==> config.mk <==
export PLATFORM = sky130hd
export DESIGN_NAME = i2c_txn_arbiter_flat
export DESIGN_NICKNAME = d
export VERILOG_FILES = /design/src/rtl/i2c_txn_arbiter_if.sv /design/src/rtl/i2c_txn_arbiter.sv /design/src/flat_wrapper.sv
export SDC_FILE = /design/constraint.sdc
export NUM_CORES = 1
export LEC_CHECK = 0
export ABC_AREA = 1
export CAP_MARGIN = 20
export CORE_MARGIN = 2
export CORE_UTILIZATION = 42
export CTS_CLUSTER_DIAMETER = 150
export DETAILED_ROUTE_END_ITERATION = 10
export PLACE_DENSITY = 0.93
export SETUP_SLACK_MARGIN = 0.02
export SLEW_MARGIN = 20
export SYNTH_ARGS = -nofsm -noshare
export SYNTH_HDL_FRONTEND = slang
export SYNTH_SLANG_ARGS = --single-unit
==> constraint.sdc <==
create_clock -name clk -period 2.25 [get_ports clk]
set_clock_uncertainty 0.2 [all_clocks]
set_input_delay 0.45 -clock clk [delete_from_list [all_inputs] [get_ports clk]]
set_output_delay 0.45 -clock clk [all_outputs]
set_load 0.005 [all_outputs]
==> src/rtl/i2c_txn_arbiter_if.sv <==
// Requester-side and i2c-core-side signals of the transaction arbiter.
// The slave modport is the arbiter; the master modport is everything around it.
interface i2c_txn_arbiter_if #(
    parameter int NUM_REQ = 4
) ();
    logic [NUM_REQ-1:0]    req_valid;
    logic [NUM_REQ-1:0]    req_ready;
    logic [7*NUM_REQ-1:0]  req_slave_address;
    logic [NUM_REQ-1:0]    req_read_write;
    logic [8*NUM_REQ-1:0]  req_register_address;
    logic [32*NUM_REQ-1:0] req_data;
    logic [NUM_REQ-1:0]    rsp_valid;
    logic [31:0]           rsp_data;
    logic                  rsp_timeout;
    logic                  i2c_en;
    logic [6:0]            i2c_slave_address;
    logic                  i2c_read_write;
    logic [7:0]            i2c_register_address;
    logic [31:0]           i2c_data;
    logic [31:0]           i2c_rdata;
    logic                  i2c_done;

    // Handshake: a request is taken on the cycle req_ready[k] is seen high while
    // req_valid[k] is high; the requester holds valid and fields until then.
    // rsp_valid[k] is a one-cycle strobe with no back-pressure.
    modport slave (
        input  req_valid, req_slave_address, req_read_write, req_register_address,
               req_data, i2c_rdata, i2c_done,
        output req_ready, rsp_valid, rsp_data, rsp_timeout, i2c_en,
               i2c_slave_address, i2c_read_write, i2c_register_address, i2c_data
    );

    modport master (
        output req_valid, req_slave_address, req_read_write, req_register_address,
               req_data, i2c_rdata, i2c_done,
        input  req_ready, rsp_valid, rsp_data, rsp_timeout, i2c_en,
               i2c_slave_address, i2c_read_write, i2c_register_address, i2c_data
    );
endinterface

==> src/rtl/i2c_txn_arbiter.sv <==
// Round-robin arbiter sharing one i2c master core between NUM_REQ requesters:
// accept, hold fields for SETUP_CYCLES, pulse enable, wait for done or timeout, respond.
module i2c_txn_arbiter #(
    parameter int NUM_REQ        = 4,
    parameter int SETUP_CYCLES   = 2,
    parameter int TIMEOUT_CYCLES = 4096
) (
    input  logic                clk,
    input  logic                rst,
    i2c_txn_arbiter_if.slave    bus,
    output logic                busy,
    output logic [2:0]          state_dbg
);
    localparam int GW = (NUM_REQ > 1) ? $clog2(NUM_REQ) : 1;
    localparam int SW = (SETUP_CYCLES > 1) ? $clog2(SETUP_CYCLES) : 1;
    localparam int TW = $clog2(TIMEOUT_CYCLES);
    localparam logic [SW-1:0]      SETUP_LAST = SW'(SETUP_CYCLES - 1);
    localparam logic [TW-1:0]      WAIT_LAST  = TW'(TIMEOUT_CYCLES - 1);
    localparam logic [GW-1:0]      GRANT_INIT = GW'(NUM_REQ - 1);
    localparam logic [NUM_REQ-1:0] ONE        = NUM_REQ'(1);

    typedef enum logic [2:0] {
        IDLE  = 3'd0,
        SETUP = 3'd1,
        START = 3'd2,
        WAIT  = 3'd3,
        RESP  = 3'd4
    } state_t;

    state_t        state;
    logic [GW-1:0] last_grant;
    logic [GW-1:0] grant;
    logic [GW-1:0] pick;
    logic [SW-1:0] setup_cnt;
    logic [TW-1:0] wait_cnt;

    // Scan offsets from farthest to nearest so the requester just after
    // last_grant is assigned last and therefore wins.
    function automatic logic [GW-1:0] rr_pick(input logic [NUM_REQ-1:0] valid,
                                              input logic [GW-1:0] last);
        logic [GW-1:0] sel;
        int idx;
        sel = last;
        for (int i = NUM_REQ; i >= 1; i--) begin
            idx = (int'(last) + i) % NUM_REQ;
            if (valid[idx]) sel = GW'(idx);
        end
        return sel;
    endfunction

    always_comb pick = rr_pick(bus.req_valid, last_grant);

    assign state_dbg = state;

    always_ff @(posedge clk) begin
        if (rst) begin
            state                    <= IDLE;
            last_grant               <= GRANT_INIT;
            grant                    <= '0;
            setup_cnt                <= '0;
            wait_cnt                 <= '0;
            busy                     <= 1'b0;
            bus.req_ready            <= '0;
            bus.rsp_valid            <= '0;
            bus.rsp_data             <= '0;
            bus.rsp_timeout          <= 1'b0;
            bus.i2c_en               <= 1'b0;
            bus.i2c_slave_address    <= '0;
            bus.i2c_read_write       <= 1'b0;
            bus.i2c_register_address <= '0;
            bus.i2c_data             <= '0;
        end else begin
            bus.req_ready <= '0;
            bus.rsp_valid <= '0;
            bus.i2c_en    <= 1'b0;
            case (state)
                IDLE: begin
                    if (|bus.req_valid) begin
                        grant                    <= pick;
                        bus.req_ready            <= ONE << pick;
                        bus.i2c_slave_address    <= bus.req_slave_address[7*pick +: 7];
                        bus.i2c_read_write       <= bus.req_read_write[pick];
                        bus.i2c_register_address <= bus.req_register_address[8*pick +: 8];
                        bus.i2c_data             <= bus.req_data[32*pick +: 32];
                        setup_cnt                <= '0;
                        busy                     <= 1'b1;
                        state                    <= SETUP;
                    end
                end
                SETUP: begin
                    if (setup_cnt == SETUP_LAST) state <= START;
                    else setup_cnt <= setup_cnt + 1'b1;
                end
                START: begin
                    bus.i2c_en <= 1'b1;
                    wait_cnt   <= '0;
                    state      <= WAIT;
                end
                WAIT: begin
                    // A done arriving on the terminal-count cycle still counts as success.
                    if (bus.i2c_done) begin
                        bus.rsp_data    <= bus.i2c_read_write ? bus.i2c_rdata : 32'h0;
                        bus.rsp_timeout <= 1'b0;
                        bus.rsp_valid   <= ONE << grant;
                        state           <= RESP;
                    end else if (wait_cnt == WAIT_LAST) begin
                        bus.rsp_data    <= 32'h0;
                        bus.rsp_timeout <= 1'b1;
                        bus.rsp_valid   <= ONE << grant;
                        state           <= RESP;
                    end else begin
                        wait_cnt <= wait_cnt + 1'b1;
                    end
                end
                RESP: begin
                    last_grant <= grant;
                    busy       <= 1'b0;
                    state      <= IDLE;
                end
                default: state <= IDLE;
            endcase
        end
    end
endmodule

==> src/flat_wrapper.sv <==
// flat-port wrapper written by rule: the top's interface ports become plain ports
module i2c_txn_arbiter_flat 
#(
    parameter int NUM_REQ        = 4,
    parameter int SETUP_CYCLES   = 2,
    parameter int TIMEOUT_CYCLES = 4096
)
  (clk, rst, busy, state_dbg, bus_req_valid, bus_req_slave_address, bus_req_read_write, bus_req_register_address, bus_req_data, bus_i2c_rdata, bus_i2c_done, bus_req_ready, bus_rsp_valid, bus_rsp_data, bus_rsp_timeout, bus_i2c_en, bus_i2c_slave_address, bus_i2c_read_write, bus_i2c_register_address, bus_i2c_data);
  i2c_txn_arbiter_if #(.NUM_REQ(NUM_REQ)) bus_i ();
  input  logic clk;
  input  logic rst;
  output logic busy;
  output logic [2:0] state_dbg;
  input wire logic [$bits(bus_i.req_valid)-1:0] bus_req_valid;
  input wire logic [$bits(bus_i.req_slave_address)-1:0] bus_req_slave_address;
  input wire logic [$bits(bus_i.req_read_write)-1:0] bus_req_read_write;
  input wire logic [$bits(bus_i.req_register_address)-1:0] bus_req_register_address;
  input wire logic [$bits(bus_i.req_data)-1:0] bus_req_data;
  input wire logic [$bits(bus_i.i2c_rdata)-1:0] bus_i2c_rdata;
  input wire logic [$bits(bus_i.i2c_done)-1:0] bus_i2c_done;
  output wire logic [$bits(bus_i.req_ready)-1:0] bus_req_ready;
  output wire logic [$bits(bus_i.rsp_valid)-1:0] bus_rsp_valid;
  output wire logic [$bits(bus_i.rsp_data)-1:0] bus_rsp_data;
  output wire logic [$bits(bus_i.rsp_timeout)-1:0] bus_rsp_timeout;
  output wire logic [$bits(bus_i.i2c_en)-1:0] bus_i2c_en;
  output wire logic [$bits(bus_i.i2c_slave_address)-1:0] bus_i2c_slave_address;
  output wire logic [$bits(bus_i.i2c_read_write)-1:0] bus_i2c_read_write;
  output wire logic [$bits(bus_i.i2c_register_address)-1:0] bus_i2c_register_address;
  output wire logic [$bits(bus_i.i2c_data)-1:0] bus_i2c_data;
  assign bus_i.req_valid = bus_req_valid;
  assign bus_i.req_slave_address = bus_req_slave_address;
  assign bus_i.req_read_write = bus_req_read_write;
  assign bus_i.req_register_address = bus_req_register_address;
  assign bus_i.req_data = bus_req_data;
  assign bus_i.i2c_rdata = bus_i2c_rdata;
  assign bus_i.i2c_done = bus_i2c_done;
  assign bus_req_ready = bus_i.req_ready;
  assign bus_rsp_valid = bus_i.rsp_valid;
  assign bus_rsp_data = bus_i.rsp_data;
  assign bus_rsp_timeout = bus_i.rsp_timeout;
  assign bus_i2c_en = bus_i.i2c_en;
  assign bus_i2c_slave_address = bus_i.i2c_slave_address;
  assign bus_i2c_read_write = bus_i.i2c_read_write;
  assign bus_i2c_register_address = bus_i.i2c_register_address;
  assign bus_i2c_data = bus_i.i2c_data;
  i2c_txn_arbiter #(.NUM_REQ(NUM_REQ), .SETUP_CYCLES(SETUP_CYCLES), .TIMEOUT_CYCLES(TIMEOUT_CYCLES)) u_core (.clk(clk), .rst(rst), .bus(bus_i), .busy(busy), .state_dbg(state_dbg));
endmodule
Word level (Yosys, flattened, before mapping)

Cells that the tools add are included.

Register bits after elaboration: 111
Output and inout bits: 94
Input port bits: 231

Reduce and logical (&&, ||, !) cells: 18
Bitwise gates (word level): 7
Shift-type cells: 5
Equality and inequality tests: 10
Muxes and demuxes: 39
Multiply operators: 1
Add/subtract/negate cells: 6
Order comparisons: 5

Operators by type and width:

| operator              | count |
|---|---|
| $shiftx 128x8->32     | 1 |
| $mux 32               | 3 |
| $shiftx 32x6->8       | 1 |
| $shiftx 28x6->7       | 1 |
| $mux 12               | 2 |
| $pmux 12 s2           | 1 |
| $lt 3x4->1 const B    | 4 |
| $mux 1                | 15 |
| $add 12x1->12 const B | 1 |
| $eq 12x12->1 const B  | 1 |
| $mux 3                | 4 |
| $pmux 3 s4            | 1 |
| $bmux 1 s2            | 5 |
| $reduce_or 2->1       | 5 |
| $mux 2                | 4 |
| $mux 4                | 2 |
| $reduce_and 2->1      | 4 |
| $reduce_bool 2->1     | 4 |
| $shl 1x2->4 const A   | 2 |
| $eq 3x2->1 const B    | 2 |
| $reduce_and 3->1      | 2 |
| $mul 3x2->5 const A   | 1 |
| $add 2x1->2 const B   | 2 |
| $add 2x2->2 const B   | 2 |
| other kinds (13)      | 21 |

Depth between registers and ports, before layout

Gate-level depths: netlist (run 1).

Word-level depth: 12
Depth in mapped cells: 17
Depth with buffers taken out: 15

Worst setup path after synthesis (run 1)

No wires, ideal clock.

Path type: reg2reg
Start: reg u_core.wait_cnt[0]
End: reg u_core.bus.rsp_data[12]
Stages on the path, launching flop included: 12
Slack: 0.262 ns
Arrival: 1.656 ns
Period minus slack after synthesis: 1.988 ns
Setup time: 0.132 ns
Buffers on the path: 1
Path through: dfxtp_1 ha_1 nand3_1 nor4_1 nand2_1 nand2_1 inv_1 nor2_4 inv_2 buf_1 nand2_1 a21oi_1

Word-level cells in the longest chain between the ends: 3

RTL lines:

| item                               | RTL line                 | RTL |
|---|---|---|
| start: declaration                 | i2c_txn_arbiter.sv:35    | `logic [TW-1:0] wait_cnt;` |
| start signal: assignment           | i2c_txn_arbiter.sv:112   | `wait_cnt <= wait_cnt + 1'b1;` |
| $eq 12x12->1                       | i2c_txn_arbiter.sv:106   | `end else if (wait_cnt == WAIT_LAST) begin` |
| $reduce_bool 2->1 (no source line) | n/a                      |  |
| $reduce_and 2->1 (no source line)  | n/a                      |  |
| end signal: assignment             | i2c_txn_arbiter.sv:102   | `bus.rsp_data <= bus.i2c_read_write ? bus.i2c_rdata : 32'h0;` |
| end: declaration                   | i2c_txn_arbiter_if.sv:29 | `output req_ready, rsp_valid, rsp_data, rsp_timeout, i2c_en,` |

Every way passes these cells.
A chain may end at the register's enable or synchronous reset.

Worst setup path in the final report (run 1)

Start: reg u_core.last_grant[0]
End: reg u_core.bus.i2c_data[12] (netlist name)

Word-level cells in the longest chain between the ends: 9

RTL lines:

| item                                      | RTL line                 | RTL |
|---|---|---|
| start: declaration                        | i2c_txn_arbiter.sv:31    | `logic [GW-1:0] last_grant;` |
| start signal: assignment                  | i2c_txn_arbiter.sv:116   | `last_grant <= grant;` |
| $add 2x1->2                               | i2c_txn_arbiter.sv:45    | `idx = (int'(last) + i) % NUM_REQ;` |
| $bmux 1 s2                                | i2c_txn_arbiter.sv:46    | `if (valid[idx]) sel = GW'(idx);` |
| $mux 1 (implied by the code) (2 in a row) | i2c_txn_arbiter.sv:46    |  |
| $mux 2 (3 in a row)                       | i2c_txn_arbiter.sv:46    |  |
| $mux 2 *                                  | i2c_txn_arbiter.sv:46    |  |
| $shiftx 128x8->32 *                       | i2c_txn_arbiter.sv:84    | `bus.i2c_data <= bus.req_data[32*pick +: 32];` |
| end signal: assignment                    | i2c_txn_arbiter.sv:84    |  |
| end: declaration                          | i2c_txn_arbiter_if.sv:30 | `i2c_slave_address, i2c_read_write, i2c_register_address, i2c_data` |

Mark *: on every way between the ends. The rest lies on a longest branch, timed or not. The select of a mux whose other input is x is not followed.

==> impl_results.md, run 1 <==
- Outcome: complete, no violations
- Setup CP Type: flop to flop
- Simple-gate area share of the yosys netlist: 0.419
- Reg2reg setup slack: 40 ps
- Synth Flop Type: dfxtp_1
- Post-Syn Instances: 1,181
- I/O Pins: 325
- Final worst path period need: 2210 ps
- Power Density: 556 nW/um2
- Hold crit path type: flop to flop
- Initial antenna violation count: 0
- Fin. max-slew vios: 0
- RSZ-0062 raised after global routing: true
- Post-Layout Cell Count: 1,724
- Dpl hpwl: 17,700 um
- Max-Cap Viols: 0
- Syn Nets: 1,413
- Synthesis Warnings: 0
- Worst Hold Launch: u_core.bus.rsp_data[20]
- Antenna-violating nets left: 0
- # setup viols final: 0
- Die height: 132 um
- Largest net degree at the start of global routing: 64
- FF-to-FF path depth: 17
- Drt pass-1 iters: 7
- CP startpoint kind: flop
- Die Width: 132 um
- Via density: 5.00
- First DRT Iteration DRCs: 796
- Maximum clock path buffer count: 2
- # H-tree levels: 3
- Synthesized area per cell: 5.82 um2
- Sink Count: 111
- First-pass GRT wire length: 39,300 um
- CTS tree: yes
- R2R Path End: u_core.bus.i2c_data[12]
- Sw Ratio: 0.331
- DR DRC count: 0
- Final core occ: 0.710
- Synth area leaders: dfxtp_1, nand3_1, inv_1
- Num CTS Buffers: 9
- GRT Util Overall: 0.273
- Final #Nets: 1,735
- CP Capture Type: flop
- Placed Cells: 1,684
- Hold buffers post-CTS: 0
- Net Sw Power: 2.08 mW
- DIE AREA: 17,400 um2
- Most common cell in the synthesized netlist: inv_1
- Static leakage: 5.64 nW
- Initial Utilization: 0.431
- Share of the synthesized area in the top cell type: 0.324
- Number of core rows: 46
- Seq cells post-synth: 111
- WHS Endpoint: u_core.bus.rsp_data[20]
- Number of flops mapped to enable cells by yosys: 0
- Synth Cell Area: 6870 um2
- RR Startpoint: u_core.last_grant[0]
- Cell taking the most area after synthesis: dfxtp_1
- Clock transition at the registers of the reported paths: 80 ps
- Adder-Cell Fraction of Synth Area: 0.00182
- Final hold violation count: 0
- Vias in the first global route: 8,147
- Via count: 8,624
- Most frequent cells after synthesis: inv_1, nand2_1, nand3_1
- Max frequency: 452 MHz
- GP Congestion: 0.884
- Worst-margin pin slew: 432 ps
- Fin crit share: 0.983
- Internal power: 4.21 mW
- Synth Area in Compound Gates: 0.0474
- Share of layout cells above drive strength 1: 0.0716
- Antenna diodes: 0
- Multiplexer share of the synthesized area: 0
- Largest family of logic cells by synthesized area: simple AND/OR/NAND/NOR gates
- Synth Area in XOR/XNOR: 0.00255
- Arrival time worst endpoint: 2270 ps
- Setup TNS: 0 ps
- Worst Hold Depth: 2
- Worst EP required: 2310 ps
- Root buffer cell: clkbuf_16
- Final wirelength: 26,100 um
- Combinational share of power: 0.385
- Worst IR Drop VDD: 375 uV
- Clock Power Share: 0.253
- Sequential share of power: 0.362
- Ys async rst share: 0
- Core area: 15,900 um2
- Grt ovf: 0
- Port Buffers: 324
- Slew margin rel.: 0.711
- Routed wire per std cell: 15.2 um
- Register area share after synthesis: 0.324
- Max FO, Critical Path: 6
- Post-synth cell types: 28
- Worst-skew pair later-pin latency: 360 ps
- Hold WS: 265 ps
- Synthesis-to-layout area growth: 64.8%
-- registers in the layout (all words and copies together) (netlist names) --
register	cells
u_core.bus.rsp_timeout	1
u_core.bus.i2c_data	32
u_core.bus.req_ready	4
u_core.grant	2
u_core.bus.rsp_data	32
u_core.setup_cnt	1
u_core.last_grant	2
u_core.state_dbg	3
u_core.wait_cnt	12
u_core.busy	1
u_core.bus.i2c_register_address	8
u_core.bus.i2c_slave_address	7
u_core.bus.i2c_en	1
u_core.bus.rsp_valid	4
u_core.bus.i2c_read_write	1
-- power groups by stage --
stage | registers (mW) | logic (mW) | clock network (mW)
final | 2.28 | 2.42 | 1.59
after global routing | 2.30 | 2.65 | 1.71
after CTS | 2.28 | 2.26 | 1.63
after detailed placement | 2.32 | 2.15 | 0
after global placement | 2.32 | 2.11 | 0
after floorplan | 2.32 | 1.03 | 0
-- final cells by class --
class                           count  area, um2
Clock inverter                      6       67.6
Fill cell                        1251       4630
Timing Repair Buffer              378       4100
Multi-Input combinational cell    729       3390
Inverter                          274       1030
Sequential cell                   111       2230
Tap cell                          216        270
Clock buffer                       10        229
-- repair_timing --
item | CTS | global route
endpoints found under the setup margin | 37 | 94
pin swaps | 1 | 11
gates resized for setup | 12 | 38
buffers inserted | 4 | 6
cloned | 3 | 11
-- layer usage --
metal,track usage,up-vias,part of all wire
met2,0.492,470,0.50
met5,0,-,0
met1,0.318,3826,0.38
met3,0.0434,104,0.083
met4,0.123,0,0.044
li1,-,4224,-
-- how the worst max path moves through the flow --
stage | start | to | slack, ps
detailed placement | bus_req_valid[2] | u_core.bus.i2c_data[12] | -430
floorplan | u_core.wait_cnt[0] | u_core.bus.rsp_data[12] | 260
finish | u_core.last_grant[0] | u_core.bus.i2c_data[12] | 40
global placement | bus_req_valid[3] | u_core.bus.i2c_data[12] | -330
CTS | u_core.last_grant[0] | u_core.bus.i2c_data[12] | 60
global route | u_core.wait_cnt[0] | u_core.bus.rsp_valid[1] | -90
-- placed cells by master (no fill, tap or decap), types with 4 or more instances in the layout --
cell type / n
nand2_1: 258
buf_6: 4
buf_16: 6
nor3_1: 8
dlygate4sd2_1: 4
clkdlybuf4s50_1: 319
a21oi_1: 46
o211ai_1: 4
inv_2: 4
buf_12: 14
inv_1: 268
o21ai_0: 10
buf_4: 22
nor2_1: 116
nand3_1: 245
nand2_8: 4
dfxtp_1: 109
nand2_2: 9
clkbuf_16: 17
nand3_2: 11
-- cell families (layout without fill, tap and decap cells) --
group                    count (synthesis)  count (layout)
XOR/XNOR                                 2               2
buffers and inverters                  343             668
AO/OA/AOI/OAI                           62              62
flip-flops                             111             111
AND/OR/NAND/NOR                        662             664
adder cells (fa/ha/maj)                  1               1
-- per-stage QoR --
stage / cell area [um2] / total power, mW / setup slack [ps]
CTS: 10900 / 6.16 / 64.7
floorplan: 6870 / 3.35 / 262
finish: 11300 / 6.29 / 37.4
detailed placement: 10400 / 4.47 / -430
global placement: 10400 / 4.42 / -331
global route: 11300 / 6.66 / -87.2
-- worst max-delay path, cell delays in order (launching register included) --
cell	delay [ps]
dfxtp_4	390
buf_6	140
nand2_2	60
nand2_1	50
nand2_1	100
nand2_1	70
inv_2	70
nand2_4	70
nand2_4	100
nand2_8	80
buf_12	150
nand2_8	130
buf_12	130
nand2_1	90
nand3_2	80
nand3_2	90
nand2_1	70
inv_1	30
No activity file was read; power rests on OpenSTA's default activity.
==> run 2: changes to the inputs <==
--- a/config.mk
+++ b/config.mk
@@ -7,11 +7,12 @@
 export LEC_CHECK = 0
 export ABC_AREA = 1
 export CAP_MARGIN = 20
-export CORE_MARGIN = 2
-export CORE_UTILIZATION = 42
+export CORE_AREA = 2 2 128 130
 export CTS_CLUSTER_DIAMETER = 150
 export DETAILED_ROUTE_END_ITERATION = 10
-export PLACE_DENSITY = 0.93
+export DIE_AREA = 0 0 130 132
+export DONT_BUFFER_PORTS = 1
+export PLACE_DENSITY = 0.69
 export SETUP_SLACK_MARGIN = 0.02
 export SLEW_MARGIN = 20
 export SYNTH_ARGS = -nofsm -noshare
==> impl_results.md, run 2 (same netlist as run 1, synthesis figures left out) <==
- Commonest non-fill, non-tap cell in the layout: inv_1 (was clkdlybuf4s50_1)
- GP Congestion: 0.853 (was 0.884)
- Worst-skew pair later-pin latency: 350 ps (was 360 ps)
- Most frequent CP cell: nand2_1 (unchanged)
- CP peak stage delay: 380 ps (was 390 ps)
- Number of core rows: 46 (unchanged)
- # H-tree levels: 3 (unchanged)
- Filler instances: 1,644 (was 1,251)
- Max-Cap Viols: 0 (unchanged)
- Met2 Usage GRT: 0.377 (was 0.492)
- Setup TNS: 0 ps (unchanged)
- Multi-input gate area: 3260 um2 (was 3390 um2)
- Max FO, Critical Path: 27 (was 6)
- Clock transition at the registers of the reported paths: 80 ps (about the same)
- Register area: 2230 um2 (unchanged)
- GRT Util Overall: 0.224 (was 0.273)
- Maximum clock path buffer count: 2 (unchanged)
- Pre-CTS WS: 17.8 ps (was -430 ps)
- CP Capture Type: flop (unchanged)
- Antenna-violating nets left: 0 (unchanged)
- Die height: 132 um (about the same)
- Hold crit path type: input port to flop (was flop to flop)
- Placed Cells: 1,347 (was 1,684)
- Via count: 6,899 (was 8,624)
- Worst Hold Launch: bus_i2c_rdata[15] (was u_core.bus.rsp_data[20])
- # setup viols final: 0 (unchanged)
- Setup CP Type: flop to flop (unchanged)
- First DRT Iteration DRCs: 515 (was 796)
- Final core occ: 0.484 (was 0.710)
- CP max-delay cell: dfxtp_4 (unchanged)
- Fin. max-slew vios: 0 (unchanged)
- Synthesis-to-layout area growth: 10.6% (was 64.8%)
- Num CTS Buffers: 9 (unchanged)
- CTS tree: yes (unchanged)
- Fin crit share: 0.930 (was 0.983)
- FF-to-FF path depth: 15 (was 17)
- Outcome: complete, no violations (unchanged)
- Final worst path period need: 2090 ps (was 2210 ps)
- Max frequency: 478 MHz (was 452 MHz)
- Critical path, cell by cell: inv_4 > nand2_1 > nand2_1 > nand2_1 > nand2_1 > nand2_2 > nand2_4 > nand2_8 > nand2_8 > clkbuf_16 > nand2_1 > nand3_1 > nand3_1 > nand2_1 > inv_1 (was buf_6 > nand2_2 > nand2_1 > nand2_1 > nand2_1 > inv_2 > nand2_4 > nand2_4 > nand2_8 > buf_12 > nand2_8 > buf_12 > nand2_1 > nand3_2 > nand3_2 > nand2_1 > inv_1)
- Largest net degree at the start of global routing: 57 (was 64)
- R2R Path End: u_core.bus.i2c_data[22] (was u_core.bus.i2c_data[12])
- Power, Total: 5.33 mW (was 6.29 mW)
- Worst-margin pin slew: 567 ps (was 432 ps)
- Routing usage on met1: 0.272 (was 0.318)
- Routing usage on met3: 0.0556 (was 0.0434)
- Static leakage: 4.19 nW (was 5.64 nW)
- Drt pass-1 iters: 5 (was 7)
- Final #Nets: 1,384 (was 1,735)
- Final wirelength: 20,700 um (was 26,100 um)
- Worst IR Drop VDD: 343 uV (was 375 uV)
- Placed Instance Area: 7040 um2 (was 10,400 um2)
- WHS Endpoint: u_core.bus.rsp_data[15] (was u_core.bus.rsp_data[20])
- Grt ovf: 0 (unchanged)
- Die Width: 130 um (was 132 um)
- Post-Layout Cell Count: 1,373 (was 1,724)
- GRT Max-Usage Layer: met2 (unchanged)
- Most frequent cells in the layout: inv_1, nand2_1, nand3_1 (was clkdlybuf4s50_1, inv_1, nand2_1)
- Routed wire per std cell: 15.1 um (was 15.2 um)
- Via density: 5.02 (was 5.00)
- Power Density: 701 nW/um2 (was 556 nW/um2)
- Slew margin rel.: 0.619 (was 0.711)
- Initial antenna violation count: 0 (unchanged)
- Hold WS: 28.1 ps (was 265 ps)
- Initial Utilization: 0.437 (was 0.431)
- I/O Pins: 325 (unchanged)
- RSZ-0062 raised after global routing: true (unchanged)
- Root buffer cell: clkbuf_16 (unchanged)
- RR Startpoint: u_core.last_grant[0] (unchanged)
- Reg2reg setup slack: 160 ps (was 40 ps)
- CP startpoint kind: flop (unchanged)
- Vias in the first global route: 6,059 (was 8,147)
- Sink Count: 111 (unchanged)
- First-pass GRT wire length: 30,800 um (was 39,300 um)
- Dpl hpwl: 14,300 um (was 17,700 um)
- Worst Hold Depth: 2 (unchanged)
- Arrival time worst endpoint: 2150 ps (was 2270 ps)
- DR DRC count: 0 (unchanged)
- DIE AREA: 17,200 um2 (was 17,400 um2)
- Antenna diodes: 0 (unchanged)
- Share of layout cells above drive strength 1: 0.0510 (was 0.0716)
- PnR worst setup slack: 158 ps (was 37.4 ps)
- Core area: 15,700 um2 (was 15,900 um2)
- Worst EP required: 2310 ps (about the same)
- Fin area: 7600 um2 (was 11,300 um2)
- Port Buffers: 0 (was 324)
- Final hold violation count: 0 (unchanged)
- Largest registers: u_core.bus.i2c_data (32), u_core.bus.rsp_data (32), u_core.wait_cnt (12) (unchanged)
[run 2: worst max path at each step]
stage	from	end	slack, ps	depth (start not counted)
2_1_floorplan	u_core.wait_cnt[0]	u_core.bus.rsp_data[12]	260	11
3_3_place_gp	u_core.last_grant[0]	u_core.bus.i2c_slave_address[0]	70	16
3_5_place_dp	u_core.last_grant[0]	u_core.bus.i2c_slave_address[0]	20	16
4_1_cts	u_core.last_grant[0]	u_core.bus.i2c_slave_address[0]	120	16
5_1_grt	u_core.last_grant[0]	u_core.bus.i2c_data[11]	7	15
6_report	u_core.last_grant[0]	u_core.bus.i2c_data[22]	160	15
[run 2: what timing repair did]
action	in CTS	in global routing
endpoints found under the setup margin	1	41
gates cloned	0	7
buffers inserted	0	1
pin swaps	0	3
gates resized for setup	1	9
hold buffers	2	0
hold endpoints to repair	44	0
[run 2: layer usage]
metal / routed length [um] / up-vias / share of wire
li1: - / 3517 / -
met5: 0 / - / 0
met2: 9940 / 314 / 0.48
met1: 8680 / 3036 / 0.42
met4: 572 / 0 / 0.028
met3: 1510 / 32 / 0.073
[run 2: area by class of cell]
class	instances	share of cell area
tap	216	0.0356
inverter	274	0.136
clock buffer	9	0.0296
clock inverter	7	0.00955
timing repair buffer	29	0.0669
multi-input combinational	727	0.430
sequential	111	0.293
[run 2: where the power goes]
| group | internal, mW | leakage [nW] | switching [mW] |
|---|---|---|---|
| Sequential | 2.16 | 0.908 | 0.197 |
| Clock | 0.786 | 0.147 | 0.814 |
| Combinational | 0.532 | 3.13 | 0.838 |
| Total | 3.48 | 4.19 | 1.85 |
[run 2: critical path, delay by kind of cell, from the launching register on]
| kind | cells | cell delay, ps |
|---|---|---|
| AND/OR/NAND/NOR | 12 | 1060 |
| flip-flops | 1 | 380 |
| buffers and inverters | 3 | 350 |
